`config.mk`:
```
export PLATFORM = sky130hd
export DESIGN_NAME = interrupt_request_arbiter
export DESIGN_NICKNAME = d
export VERILOG_FILES = /design/src/rtl/interrupt_request_arbiter_pkg.sv /design/src/rtl/interrupt_request_arbiter_irq_sync_edge.sv /design/src/rtl/interrupt_request_arbiter.sv
export SDC_FILE = /design/constraint.sdc
export NUM_CORES = 1
export LEC_CHECK = 0
export BUFFER_PORTS_ARGS = -buffer_cell sky130_fd_sc_hd__buf_2
export CAP_MARGIN = 20
export CORE_MARGIN = 4
export CORE_UTILIZATION = 46
export DETAILED_ROUTE_END_ITERATION = 6
export GPL_ROUTABILITY_DRIVEN = 0
export HOLD_SLACK_MARGIN = 0.1
export PLACE_DENSITY = 0.73
export SETUP_SLACK_MARGIN = 0.3
export SKIP_CTS_REPAIR_TIMING = 1
export SLEW_MARGIN = 5
export SYNTH_ARGS = -nofsm -noshare
export SYNTH_HDL_FRONTEND = slang
export SYNTH_SLANG_ARGS = --single-unit
```
`constraint.sdc`:
```
create_clock -name clk -period 1.3 [get_ports clk]
set_input_delay 0.065 -clock clk [delete_from_list [all_inputs] [get_ports clk]]
set_output_delay 0.065 -clock clk [all_outputs]
set_load 0.05 [all_outputs]
```
`src/rtl/interrupt_request_arbiter_pkg.sv`:
```
// Shared definitions for the interrupt request arbiter: FSM state codes and
// default sizing shared with the downstream interrupt controller.
package interrupt_request_arbiter_pkg;

  localparam logic [1:0] IDLE    = 2'd0;
  localparam logic [1:0] ASSERT  = 2'd1;
  localparam logic [1:0] SERVICE = 2'd2;

  localparam int IRQ_NUM_SRC_DEF = 8;
  localparam int IRQ_TIMER_W_DEF = 32;

  // The internal timer shares the request slot of the highest-numbered source.
  function automatic int timer_src_idx(input int num_src);
    return num_src - 1;
  endfunction

endpackage

```
`src/rtl/interrupt_request_arbiter_irq_sync_edge.sv`:
```
// One-bit three-flop synchroniser for an asynchronous request line; the last
// flop delays the synchronised level so a rising edge can be flagged.
module irq_sync_edge (
  input  logic clk,
  input  logic reset,
  input  logic async_in,
  output logic rise
);

  logic sync_p0;
  logic sync_p1;
  logic sync_p2;

  always_ff @(posedge clk) begin
    if (reset) begin
      sync_p0 <= 1'b0;
      sync_p1 <= 1'b0;
      sync_p2 <= 1'b0;
    end else begin
      sync_p0 <= async_in;
      sync_p1 <= sync_p0;
      sync_p2 <= sync_p1;
    end
  end

  assign rise = sync_p1 & ~sync_p2;

endmodule

```
`src/rtl/interrupt_request_arbiter.sv`:
```
// Collects, synchronises and latches interrupt edges, then issues one request pulse
// per serviced source. Define IRQ_TIMER_EN to add the periodic timer source.
module interrupt_request_arbiter
  import interrupt_request_arbiter_pkg::*;
#(
  parameter int NUM_SRC = IRQ_NUM_SRC_DEF,
  parameter int ID_W    = $clog2(NUM_SRC)
`ifdef IRQ_TIMER_EN
  ,
  parameter int TIMER_W = IRQ_TIMER_W_DEF
`endif
) (
  input  logic               clk,
  input  logic               reset,
  input  logic [NUM_SRC-1:0] irq_src,
  input  logic               mask_wr,
  input  logic [NUM_SRC-1:0] mask_wdata,
  output logic [NUM_SRC-1:0] irq_mask,
  output logic [NUM_SRC-1:0] irq_pending,
  output logic               interrupt_signal,
  output logic [ID_W-1:0]    irq_id,
  input  logic               isr_done
`ifdef IRQ_TIMER_EN
  ,
  input  logic               timer_cmp_wr,
  input  logic [TIMER_W-1:0] timer_cmp_wdata
`endif
);

  function automatic logic [ID_W-1:0] lowest_set(input logic [NUM_SRC-1:0] v);
    logic [ID_W-1:0] idx;
    idx = '0;
    for (int i = NUM_SRC - 1; i >= 0; i--) begin
      if (v[i]) idx = ID_W'(i);
    end
    return idx;
  endfunction

  logic [NUM_SRC-1:0] rise_ext;
  logic [NUM_SRC-1:0] rise;
  logic [NUM_SRC-1:0] eligible;
  logic [NUM_SRC-1:0] clr;
  logic [ID_W-1:0]    winner;
  logic               take;
  logic [1:0]         state;

  // Input stage: per-source synchroniser and rising-edge detect
  for (genvar g = 0; g < NUM_SRC; g++) begin : g_sync
    irq_sync_edge u_sync (
      .clk      (clk),
      .reset    (reset),
      .async_in (irq_src[g]),
      .rise     (rise_ext[g])
    );
  end

`ifdef IRQ_TIMER_EN
  logic [TIMER_W-1:0] timer_cnt;
  logic [TIMER_W-1:0] timer_cmp;
  logic               timer_evt;

  assign timer_evt = (timer_cmp != '0) && (timer_cnt == timer_cmp);

  always_ff @(posedge clk) begin
    if (reset) begin
      timer_cnt <= '0;
      timer_cmp <= '0;
    end else if (timer_cmp_wr) begin
      timer_cmp <= timer_cmp_wdata;
      timer_cnt <= '0;
    end else if ((timer_cmp == '0) || timer_evt) begin
      timer_cnt <= '0;
    end else begin
      timer_cnt <= timer_cnt + 1'b1;
    end
  end

  always_comb begin
    rise = rise_ext;
    rise[timer_src_idx(NUM_SRC)] = rise_ext[timer_src_idx(NUM_SRC)] | timer_evt;
  end
`else
  assign rise = rise_ext;
`endif

  // Selection stage: fixed priority, lowest enabled index wins
  assign eligible = irq_pending & irq_mask;
  assign winner   = lowest_set(eligible);
  assign take     = (state == IDLE) && (eligible != '0);
  assign clr      = take ? (NUM_SRC'(1) << winner) : '0;

  always_ff @(posedge clk) begin
    if (reset) begin
      irq_pending <= '0;
      irq_mask    <= '0;
    end else begin
      // A new edge in the same cycle as the clear keeps the bit set.
      irq_pending <= (irq_pending & ~clr) | rise;
      if (mask_wr) irq_mask <= mask_wdata;
    end
  end

  // Service stage: one request pulse, then hold until the ISR returns
  always_ff @(posedge clk) begin
    if (reset) begin
      state  <= IDLE;
      irq_id <= '0;
    end else begin
      case (state)
        IDLE: begin
          if (take) begin
            irq_id <= winner;
            state  <= ASSERT;
          end
        end
        ASSERT:  state <= SERVICE;
        SERVICE: if (isr_done) state <= IDLE;
        default: state <= IDLE;
      endcase
    end
  end

  assign interrupt_signal = (state == ASSERT);

endmodule

```
# Word level (Yosys, flattened, before mapping)
# Cells that the tools add are included.
[word_totals]
reg_bits = 45
wordCells = 70
[op_classes]
eq_ne = 4
shifts = 1
mux = 12
n_bitwise = 20
reduce_logical = 5
[op_table]
columns = ["cell", "count"]
rows = [
  ["two-way mux 3 bit", 8],
  ["AND 8 bit", 2],
  ["AND 1 bit", 8],
  ["two-way mux 8 bit", 1],
  ["NOT 1 bit", 8],
  ["NOT 8 bit", 1],
  ["bitwise OR 8 bit", 1],
  ["nonzero test 8 bit", 1],
  ["left shift 1 x 3 -> 8 bit, first input constant", 1],
  ["case mux 2 bit (3 select lines)", 1],
  ["two-way mux 2 bit", 2],
  ["!= test 2 bit, second input constant", 2],
  ["AND reduction 2 bit", 2],
  ["== test 2 x 1 -> 1 bit, second input constant", 1],
  ["== test 2 bit, second input constant", 1],
  ["zero test 2 bit", 1],
  ["logical AND 1 bit", 1],
]

# Longest topological paths before layout
# Gate-level depths: netlist of run 1.
[logic_depth]
ltp_word = 14
mapped_depth = 5

# Modules after synthesis
# Synthesis of run 1 repeated with hierarchy kept, for this count alone.
[unflattened]
hier_cells = 157
area_unflattened_um2 = 1597.8
[modules_own_cells]
columns = ["module", "n_inst", "cells_per_inst", "area_each_um2"]
rows = [
  ["interrupt_request_arbiter", 1, 101, 897.1],
  ["irq_sync_edge", 8, 7, 87.6],
]

# Least setup slack after synthesis of run 1
# OpenSTA, ideal clock, no wires.
[synth_path]
kind = "reg2reg"
startpoint = "reg irq_mask[0]"
endpoint = "reg irq_id[0]"
setup_time_ns = 0.086
arrival_ns = 1.491
setup_slack_ns = -0.276
path_stages_with_launch = 5
n_path_buf = 0
cell_sequence = "dfxtp_1 > a22oi_1 > a41oi_1 > nor2_1 > a211oi_1"
[synth_via]
elab_chain_cells = 4
[synth_rtl]
columns = ["item", "line_no", "rtl"]
rows = [
  ["from (decl)", "interrupt_request_arbiter.sv:18", "output logic [NUM_SRC-1:0] irq_mask,"],
  ["from (signal assigned)", "interrupt_request_arbiter.sv:99", "if (mask_wr) irq_mask <= mask_wdata;"],
  ["AND 8 bit (*)", "interrupt_request_arbiter.sv:87", "assign eligible = irq_pending & irq_mask;"],
  ["nonzero test 8 bit", "interrupt_request_arbiter.sv:89", "assign take = (state == IDLE) && (eligible != '0);"],
  ["logical AND 1 bit", "interrupt_request_arbiter.sv:89", ""],
  ["AND reduction 2 bit (no line)", "-", ""],
  ["to (signal assigned)", "interrupt_request_arbiter.sv:112", "irq_id <= winner;"],
  ["to (decl)", "interrupt_request_arbiter.sv:21", "output logic [ID_W-1:0] irq_id,"],
]
# Every way passes the cells marked *; elsewhere a longest branch is shown, timed or not.
# A chain may end at the register's enable or synchronous reset.

# Worst setup path after layout of run 1
[layout_path]
startpoint = "reg irq_pending[2]"
endpoint = "reg irq_pending[3]"
[layout_via]
elab_chain_cells = 9
[layout_rtl]
columns = ["item", "line_no", "rtl"]
rows = [
  ["from (decl)", "interrupt_request_arbiter.sv:19", "output logic [NUM_SRC-1:0] irq_pending,"],
  ["from (signal assigned)", "interrupt_request_arbiter.sv:98", "irq_pending <= (irq_pending & ~clr) | rise;"],
  ["AND 8 bit (*)", "interrupt_request_arbiter.sv:87", ""],
  ["two-way mux 3 bit (3 in a row)", "interrupt_request_arbiter.sv:34", "if (v[i]) idx = ID_W'(i);"],
  ["left shift 1 x 3 -> 8 bit", "interrupt_request_arbiter.sv:90", "assign clr = take ? (NUM_SRC'(1) << winner) : '0;"],
  ["two-way mux 8 bit (*)", "interrupt_request_arbiter.sv:90", ""],
  ["NOT 8 bit (*)", "interrupt_request_arbiter.sv:98", ""],
  ["AND 8 bit (*)", "interrupt_request_arbiter.sv:98", ""],
  ["bitwise OR 8 bit (*)", "interrupt_request_arbiter.sv:98", ""],
]
# Marked as above.

==> flow_metrics.tcl, run 1 <==
set metrics [dict create \
    antenna_found_initial 0 \
    root_buffer "clkbuf_4" \
    syn_inst 160 \
    wire_per_inst_um 16.26 \
    status "finished, violations left" \
    irDropWorstVdd_v 0.0008743 \
    leakage_nw 1.088 \
    finalHoldViolations 0 \
    pre_cts_ws_ns -0.03994 \
    r2r-start "irq_pending[2]$_SDFF_PP0_" \
    worst_pin_slew_ns 0.3594 \
    hold_path_class "input pin to register" \
    synthesis.nets 180 \
    fmax_mhz 703.7 \
    clock-sinks 45 \
    setup_viol 9 \
    end_kind "register" \
    finalPower_mw 2.855 \
    synth_common_cells "dfxtp_1 (45), nor2b_1 (34), nor2_1 (26), a211oi_1 (8), mux2i_1 (8)" \
    final_area_mm2 0.002608 \
    min_period_over_period_pct 109.3 \
    synth_area_leaders "dfxtp_1 (57%), nor2b_1 (13%), nor2_1 (6.2%), mux2i_1 (5.1%), a211oi_1 (3.8%)" \
    cp_top_family "compound AO/OA/AOI/OAI gates" \
    ios 40 \
    crit_path_end "irq_pending[3]$_SDFF_PP0_" \
    vias_per_cell 5.164 \
    placed_cell_area_mm2 0.001953 \
    crit_required_ns 1.57 \
    grt_remaining_overflow 0 \
    grt_pass1_vias 1210 \
    drt_wl_total_mm 4.651 \
    ant_nets 0 \
    path_cells "a22oi_2 > buf_4 > nand3b_1 > nor2_1 > a211oi_1" \
    drt_iter0_drc 103 \
    path_class "register to register" \
    r2r_slack_ns -0.12 \
    cp.depth 5 \
    synth_cell_types 22 \
    core_area_mm2 0.003153 \
    synth_ff_type "dfxtp_1" \
    slowest_stage "dfxtp_4" \
    drc 0 \
    failed_checks "negative setup slack" \
    drv_cap 0 \
    timing.slew.headroom_pct 76.04 \
    drive_gt1_share_pct 45.04 \
    utilization_pct 82.70 \
    fp.dieH_um 66.54 \
    synth_edf_count 0 \
    dieArea_mm2 0.004428 \
    numPortBuffers 39 \
    rsz0062_at_grt "yes" \
    initial_utilization_pct 50.00 \
    synthArstFlopShare_pct 0 \
    grt_start_max_net_pins 23 \
    power_density_mw_per_mm2 1095 \
    cts_buffers 5 \
    yosysSeqAreaShare_pct 57.14 \
    critical_path_arrival_ns 1.69 \
    cp_slowest_stage_delay_ns 0.38 \
    worst-path-buf-inv 1 \
    synth_top_area_share_pct 57.14 \
    dp_cells 246 \
    cp_max_fo 4 \
    syn_area_per_cell_um2 9.853 \
    ys_seq_elements 45 \
    clk_pin_slew_worst_paths_ns 0.13 \
    min_period_ns 1.421 \
    final_cells 286 \
    clock_path_buffers 2 \
    cts_tree "done" \
    track_usage_pct 15.26 \
    skew_ns 0.01359 \
    grt_pass1_wl_mm 5.057 \
    yosysWarnings 0 \
    setup_slack_ns -0.1210 \
    drt_first_pass_iters 4 \
    final_nets 261 \
    fin_setup_tns_ns -0.5529 \
    h-tree-depth 2 \
    yosysMostFrequentCell "dfxtp_1" \
    syn2layout_area_growth_pct 65.40 \
    timing.final.max_slew_violations 0 \
    rows 20 \
    reg2reg_depth 5 \
    antenna-diode-count 0 \
    holdWs_ns 0.1048 \
    syn_area_mm2 0.001577 \
    insertion_delay_ns 0.36 \
    crit_start "irq_pending[2]$_SDFF_PP0_" \
    die_w_um 66.54 \
    r2r_end "irq_pending[3]$_SDFF_PP0_" \
    dp.final_hpwl_mm 2.307 \
    start_kind "register" \
    vias 1477 \
    synth_top_area_cell "dfxtp_1" \
]
[layout by cell type (no fill, tap or decap), types with 5 or more instances in the layout]
master         Yosys  final
dfxtp_1           45     26
buf_2              0     19
dlygate4sd3_1      0     23
mux2i_1            8      8
buf_8              0      9
nor2_1            26     25
buf_4              0     15
nor2b_1           34     32
dfxtp_4            0     15
buf_6              0     15
clkbuf_4           0      5
[worst register-to-register path, cell delays in order (launching register included)]
cell and delay (ns):
dfxtp_4 0.38, a22oi_2 0.32, buf_4 0.21, nand3b_1 0.13, nor2_1 0.06, a211oi_1 0.22
[sequential cells by signal, summed over array words and instances (netlist names)]
signal and cells:
irq_pending 8, g_sync.u_sync.sync_p2 8, g_sync.u_sync.sync_p1 8, g_sync.u_sync.sync_p0 8
state 2, irq_mask 8, irq_id 3
[routing by layer]
metal | global-route usage (%) | part of all wire (%)
met1 | 16.49 | 40
met2 | 26.49 | 50
met3 | 4.384 | 7.5
met4 | 8.376 | 2.4
met5 | 0 | 0
[how the worst min path moves through the flow]
stage / slack (ns) / end / startpoint / cells past startpoint
3_5_place_dp: 0.28 / g_sync[4].u_sync.sync_p0$_SDFF_PP0_ / irq_src[4] / 2
3_3_place_gp: 0.27 / g_sync[0].u_sync.sync_p0$_SDFF_PP0_ / irq_src[0] / 2
2_1_floorplan: 0.19 / g_sync[0].u_sync.sync_p0$_SDFF_PP0_ / irq_src[0] / 1
4_1_cts: -0.11 / g_sync[4].u_sync.sync_p0$_SDFF_PP0_ / irq_src[4] / 2
5_1_grt: 0.10 / state[0]$_SDFFE_PP0P_ / reset / 3
6_report: 0.10 / state[0]$_SDFFE_PP0P_ / reset / 3
[where the power goes]
part | internal (mW) | leakage (nW) | switching, mW
registers | 1.44 | 0.382 | 0.0623
logic | 0.276 | 0.666 | 0.310
clock network | 0.327 | 0.0404 | 0.442
total | 2.04 | 1.09 | 0.814
[final cells by class]
type / instances / area [µm²]
Multi-Input combinational cell: 108 / 777.0
Clock inverter: 1 / 5.005
Timing Repair Buffer: 81 / 742.0
Tap cell: 44 / 55.05
Clock buffer: 7 / 66.31
Sequential cell: 45 / 962.2
Fill cell: 170 / 545.5
[logic make-up (layout without fill, tap and decap cells)]
kind of cell           after synthesis  count (layout)  share of synthesized area (%)
AND/OR/NAND/NOR                     75              75                          24.52
flip-flops                          45              45                          57.14
AO/OA/AOI/OAI                       25              25                          11.59
multiplexers                         8               8                          5.080
buffers and inverters                7              89                          1.667
Power figures use the tool's default switching activity.
==> run 2, diff against run 1 <==
CORE_UTILIZATION = 48   (was 46)
CTS_BUF_LIST = sky130_fd_sc_hd__clkbuf_2 sky130_fd_sc_hd__clkbuf_4 sky130_fd_sc_hd__clkbuf_8   (was unset)
PLACE_DENSITY = 0.76   (was 0.73)
SETUP_SLACK_MARGIN = unset   (was 0.3)
==> flow_metrics.tcl, run 2 (synthesized netlist as in run 1, its figures left out) <==
set metrics [dict create \
    final_common_cell "buf_2" \
    fp.dieH_um 65.31 \
    clock_path_buffers 2 \
    grt_start_max_net_pins 24 \
    holdWs_ns 0.1160 \
    reg2reg_depth 4 \
    setup_viol 7 \
    clk_pin_slew_worst_paths_ns 0.12 \
    utilization_pct 72.26 \
    fmax_mhz 696.6 \
    h-tree-depth 2 \
    final_nets 249 \
    power_density_mw_per_mm2 1178 \
    failed_checks "negative setup slack" \
    final_cell_mix "buf_2 (38), nor2b_1 (33), dfxtp_1 (29), nor2_1 (24), dlygate4sd3_1 (17)" \
    cts_tree "done" \
    numPortBuffers 39 \
    insertion_delay_ns 0.36 \
    timing.final.max_slew_violations 0 \
    hold_path_class "input pin to register" \
    ant_nets 0 \
    finalPower_mw 2.640 \
    drv_cap 0 \
    root_buffer "clkbuf_4" \
    r2r_end "irq_pending[4]$_SDFF_PP0_" \
    setup_slack_ns -0.1355 \
    r2r_slack_ns -0.14 \
    r2r-start "irq_pending[0]$_SDFF_PP0_" \
    finalHoldViolations 0 \
    pre_cts_ws_ns -0.06876 \
    cp_max_fo 4 \
    core_area_mm2 0.003103 \
    timing.slew.headroom_pct 71.58 \
    clock-sinks 45 \
    vias_per_cell 5.062 \
    drc 0 \
    track_usage_pct 16.41 \
    critical_path_arrival_ns 1.70 \
    ios 40 \
    dp.final_hpwl_mm 2.258 \
    path_class "register to register" \
    wire_per_inst_um 13.64 \
    drt_first_pass_iters 4 \
    drive_gt1_share_pct 39.30 \
    grt_pass1_wl_mm 5.313 \
    grt_remaining_overflow 0 \
    drt_iter0_drc 67 \
    vias 1382 \
    leakage_nw 0.9795 \
    end_kind "register" \
    antenna_found_initial 0 \
    drt_wl_total_mm 3.724 \
    status "finished, violations left" \
    dp_cells 243 \
    rows 20 \
    crit_start "irq_pending[0]$_SDFF_PP0_" \
    crit_path_end "irq_pending[4]$_SDFF_PP0_" \
    syn2layout_area_growth_pct 42.22 \
    min_period_ns 1.436 \
    irDropWorstVdd_v 0.0007159 \
    cts_buffers 5 \
    rsz0062_at_grt "yes" \
    worst_pin_slew_ns 0.4263 \
    skew_ns 0.01588 \
    final_cells 273 \
    die_w_um 65.31 \
    crit_required_ns 1.57 \
    start_kind "register" \
    min_period_over_period_pct 110.4 \
    grt_pass1_vias 1204 \
    initial_utilization_pct 50.81 \
    worstHoldPathCells 3 \
    antenna-diode-count 0 \
    dieArea_mm2 0.004265 \
]
[run 2: cell count changes in the layout (fill, tap and decap cells not counted), moves of 3 or more]
cell	before	now
dfxtp_2	4	12
a21oi_2	4	0
a21oi_1	2	6
dlygate4sd3_1	23	17
dfxtp_4	15	4
buf_2	19	38
dfxtp_1	26	29
buf_6	15	1
buf_8	9	0
[run 2: worst max-delay path, stage by stage, from the launching register on]
cell and delay [ns]:
dfxtp_4 0.37, a22o_1 0.24, a21o_1 0.19, o221a_4 0.30, a211oi_1 0.25
[run 2: how the worst min path moves through the flow]
stage | from | to
2_1_floorplan | irq_src[0] | g_sync[0].u_sync.sync_p0$_SDFF_PP0_
3_3_place_gp | irq_src[7] | g_sync[7].u_sync.sync_p0$_SDFF_PP0_
3_5_place_dp | irq_src[1] | g_sync[1].u_sync.sync_p0$_SDFF_PP0_
4_1_cts | irq_src[1] | g_sync[1].u_sync.sync_p0$_SDFF_PP0_
5_1_grt | mask_wr | irq_mask[1]$_SDFFE_PP0P_
6_report | mask_wr | irq_mask[1]$_SDFFE_PP0P_
[run 2: metrics by stage]
step,cell area (µm²),TNS (ns)
after floorplan,1617,-0.2172
after global placement,1893,0
after detailed placement,1893,-0.2711
after CTS,1952,-0.5186
after global routing,2242,-0.9857
final,2242,-0.5204
[run 2: cell type report]
cell class / instances / area (µm²)
sequential: 45 / 930.9
multi-input combinational: 108 / 728.2
clock buffer: 7 / 58.81
timing repair buffer: 69 / 469.2
tap: 44 / 55.05
fill: 247 / 860.8
[run 2: routing by layer]
metal | share of wire, % | track usage (%) | wire, µm
met1 | 40 | 17.90 | 1502
met2 | 50 | 27.31 | 1853
met3 | 6.9 | 4.957 | 258
met4 | 3.0 | 10.88 | 110
met5 | 0 | 0 | 0
[run 2: power by group]
group	switching, mW	internal [mW]
Clock	0.413	0.277
Combinational	0.274	0.178
Sequential	0.0494	1.45
==> run 3, diff against run 2 <==
ABC_AREA = 1   (was unset)
CORE_UTILIZATION = 49   (was 48)
==> flow_metrics.tcl, run 3 <==
set metrics [dict create \
    status "finished, final reports clean" \
    clk_pin_slew_worst_paths_ns 0.13 \
    timing.slew.headroom_pct 79.55 \
    synth_ff_type "dfxtp_1" \
    end_kind "register" \
    wire_per_inst_um 9.823 \
    grt_pass1_wl_mm 5.175 \
    ios 40 \
    cts_buffers 5 \
    yosysMostFrequentCell "nor2_1" \
    drt_iter0_drc 47 \
    h-tree-depth 2 \
    syn_area_per_cell_um2 7.770 \
    vias_per_cell 4.336 \
    yosysWarnings 0 \
    critical_path_arrival_ns 1.51 \
    initial_utilization_pct 51.35 \
    power_density_mw_per_mm2 1215 \
    p_int_mw 2.063 \
    synth-compound-area-share_pct 6.758 \
    r2r_slack_ns 0.05 \
    synth-adder-area-share_pct 0 \
    min-delay-start "mask_wr" \
    cp_max_fo 3 \
    synthArstFlopShare_pct 0 \
    drt_wl_total_mm 3.389 \
    min_period_over_period_pct 96.25 \
    pwr-share-comb_pct 18.1 \
    clock-sinks 45 \
    antenna_found_initial 0 \
    path_class "register to register" \
    p_sw_share_pct 29.05 \
    seqPwrFrac_pct 52.2 \
    min_period_ns 1.251 \
    cp_slowest_stage_delay_ns 0.55 \
    final_cells 345 \
    finalPower_mw 2.908 \
    numPortBuffers 39 \
    dieArea_mm2 0.004569 \
    fp.dieH_um 67.60 \
    finalHoldViolations 0 \
    root_buffer "clkbuf_4" \
    synth_top_area_share_pct 51.76 \
    synthSimpleGateAreaFrac_pct 29.33 \
    synth_cell_types 22 \
    synth_area_leaders "dfxtp_1 (52%), nor2_1 (11%), inv_1 (9.7%), nand2_1 (7.8%), nand2_4 (4.5%)" \
    ys_seq_elements 45 \
    regArea_um2 924.6 \
    worst-path-buf-inv 1 \
    syn_inst 224 \
    clkPwrFrac_pct 29.7 \
    ant_nets 0 \
    p_sw_mw 0.8446 \
    cp_top_family "buffers and inverters" \
    crit_required_ns 1.56 \
    path_cells "o21ai_0 > nor2_1 > dlygate4sd3_1" \
    slowest_stage "dlygate4sd3_1" \
    track_usage_pct 15.45 \
    synthMuxAreaShare_pct 0 \
    grt_pass1_vias 1281 \
    insertion_delay_ns 0.36 \
    leakage_nw 1.180 \
    syn2layout_area_growth_pct 37.53 \
    synth_common_cells "nor2_1 (49), dfxtp_1 (45), inv_1 (45), nand2_1 (36), o21ai_0 (8)" \
    min_to "irq_mask[2]$_SDFFE_PP0P_" \
    drv_cap 0 \
    synth_edf_count 0 \
    start_kind "register" \
    fill_cells 259 \
    timing.final.max_slew_violations 0 \
    dp.final_hpwl_mm 2.244 \
    synthesis.nets 244 \
    grt_start_max_net_pins 16 \
    reg2reg_depth 3 \
    synth_top_area_cell "dfxtp_1" \
    vias 1496 \
    r2r_end "irq_mask[4]$_SDFFE_PP0P_" \
    drive_gt1_share_pct 32.11 \
    cts_tree "done" \
    grt_remaining_overflow 0 \
    worstHoldPathCells 3 \
    synth_xor_area_share_pct 0 \
    syn_area_mm2 0.001740 \
    synth_top_family_by_area "simple AND/OR/NAND/NOR gates" \
    skew_ns 0.007828 \
    worst_pin_slew_ns 0.3065 \
    antenna-diode-count 0 \
    die_w_um 67.60 \
    core_area_mm2 0.003390 \
    setup_viol 0 \
    fmax_mhz 799.2 \
    fin_setup_tns_ns 0 \
    irDropWorstVdd_v 0.0009403 \
    utilization_pct 70.62 \
    drt_first_pass_iters 4 \
    final_common_cell "nor2_1" \
    rows 21 \
    multi_input_area_um2 641.9 \
    holdWs_ns 0.06987 \
    clock_path_buffers 2 \
    r2r-start "irq_mask[4]$_SDFFE_PP0P_" \
    dp_cells 308 \
    final_nets 318 \
    final_cell_mix "nor2_1 (49), inv_1 (45), buf_2 (39), nand2_1 (34), dfxtp_1 (28)" \
    drc 0 \
    yosysSeqAreaShare_pct 51.76 \
    hold_path_class "input pin to register" \
]
## run 3: worst reg2reg max path, delay by kind of cell, from the launching register on
family / cells / cell delay, ns
and+or+nand+nor: 1 / 0.07
AOI/OAI and AO/OA: 1 / 0.19
DFF: 1 / 0.35
buffers and inverters: 1 / 0.55
## run 3: final cells by class
type | count | share of cell area [%]
clock buffer | 5 | 1.568
timing repair buffer | 71 | 20.80
sequential | 45 | 38.63
clock inverter | 3 | 1.934
tap | 46 | 2.405
inverter | 50 | 7.841
multi-input combinational | 125 | 26.82
## run 3: cells by family (layout without fill, tap and decap cells)
kind of cell / after synthesis / in the layout
AND/OR/NAND/NOR: 108 / 108
AO/OA/AOI/OAI: 17 / 17
flip-flops: 45 / 45
buffers and inverters: 54 / 129
## run 3: power groups by stage
stage	Sequential [mW]	Clock (mW)	Combinational, mW
after global routing	1.53	0.951	0.576
final	1.52	0.865	0.526
after detailed placement	1.55	0	0.451
after CTS	1.51	0.888	0.453
after floorplan	1.69	0	0.196
after global placement	1.54	0	0.447
## run 3: worst max path at each step
| stage | start | endpoint | slack, ns | cells after the start |
|---|---|---|---|---|
| global route | irq_pending[0]$_SDFF_PP0_ | irq_pending[7]$_SDFF_PP0_ | -0.003 | 8 |
| CTS | state[0]$_SDFFE_PP0P_ | interrupt_signal | -0.002 | 3 |
| detailed placement | irq_pending[0]$_SDFF_PP0_ | irq_pending[7]$_SDFF_PP0_ | 0.09 | 8 |
| finish | irq_mask[4]$_SDFFE_PP0P_ | irq_mask[4]$_SDFFE_PP0P_ | 0.05 | 3 |
| floorplan | irq_pending[6]$_SDFF_PP0_ | irq_pending[2]$_SDFF_PP0_ | 0.02 | 11 |
| global placement | irq_pending[0]$_SDFF_PP0_ | irq_pending[7]$_SDFF_PP0_ | 0.08 | 8 |
## run 3: per-stage QoR
| step | worst slack (ns) | instance area [µm²] |
|---|---|---|
| 2_1_floorplan | 0.02142 | 1760 |
| 3_3_place_gp | 0.07646 | 2012 |
| 3_5_place_dp | 0.08517 | 2012 |
| 4_1_cts | -0.001534 | 2096 |
| 5_1_grt | -0.002537 | 2394 |
| 6_report | 0.04881 | 2394 |
## run 3: routing by layer
| metal | GRT usage (%) | wire, µm | part of all wire, % |
|---|---|---|---|
| met1 | 17.34 | 1507 | 44 |
| met5 | 0 | 0 | 0 |
| met4 | 9.873 | 65 | 1.9 |
| met2 | 25.76 | 1589 | 47 |
| met3 | 3.993 | 226 | 6.7 |
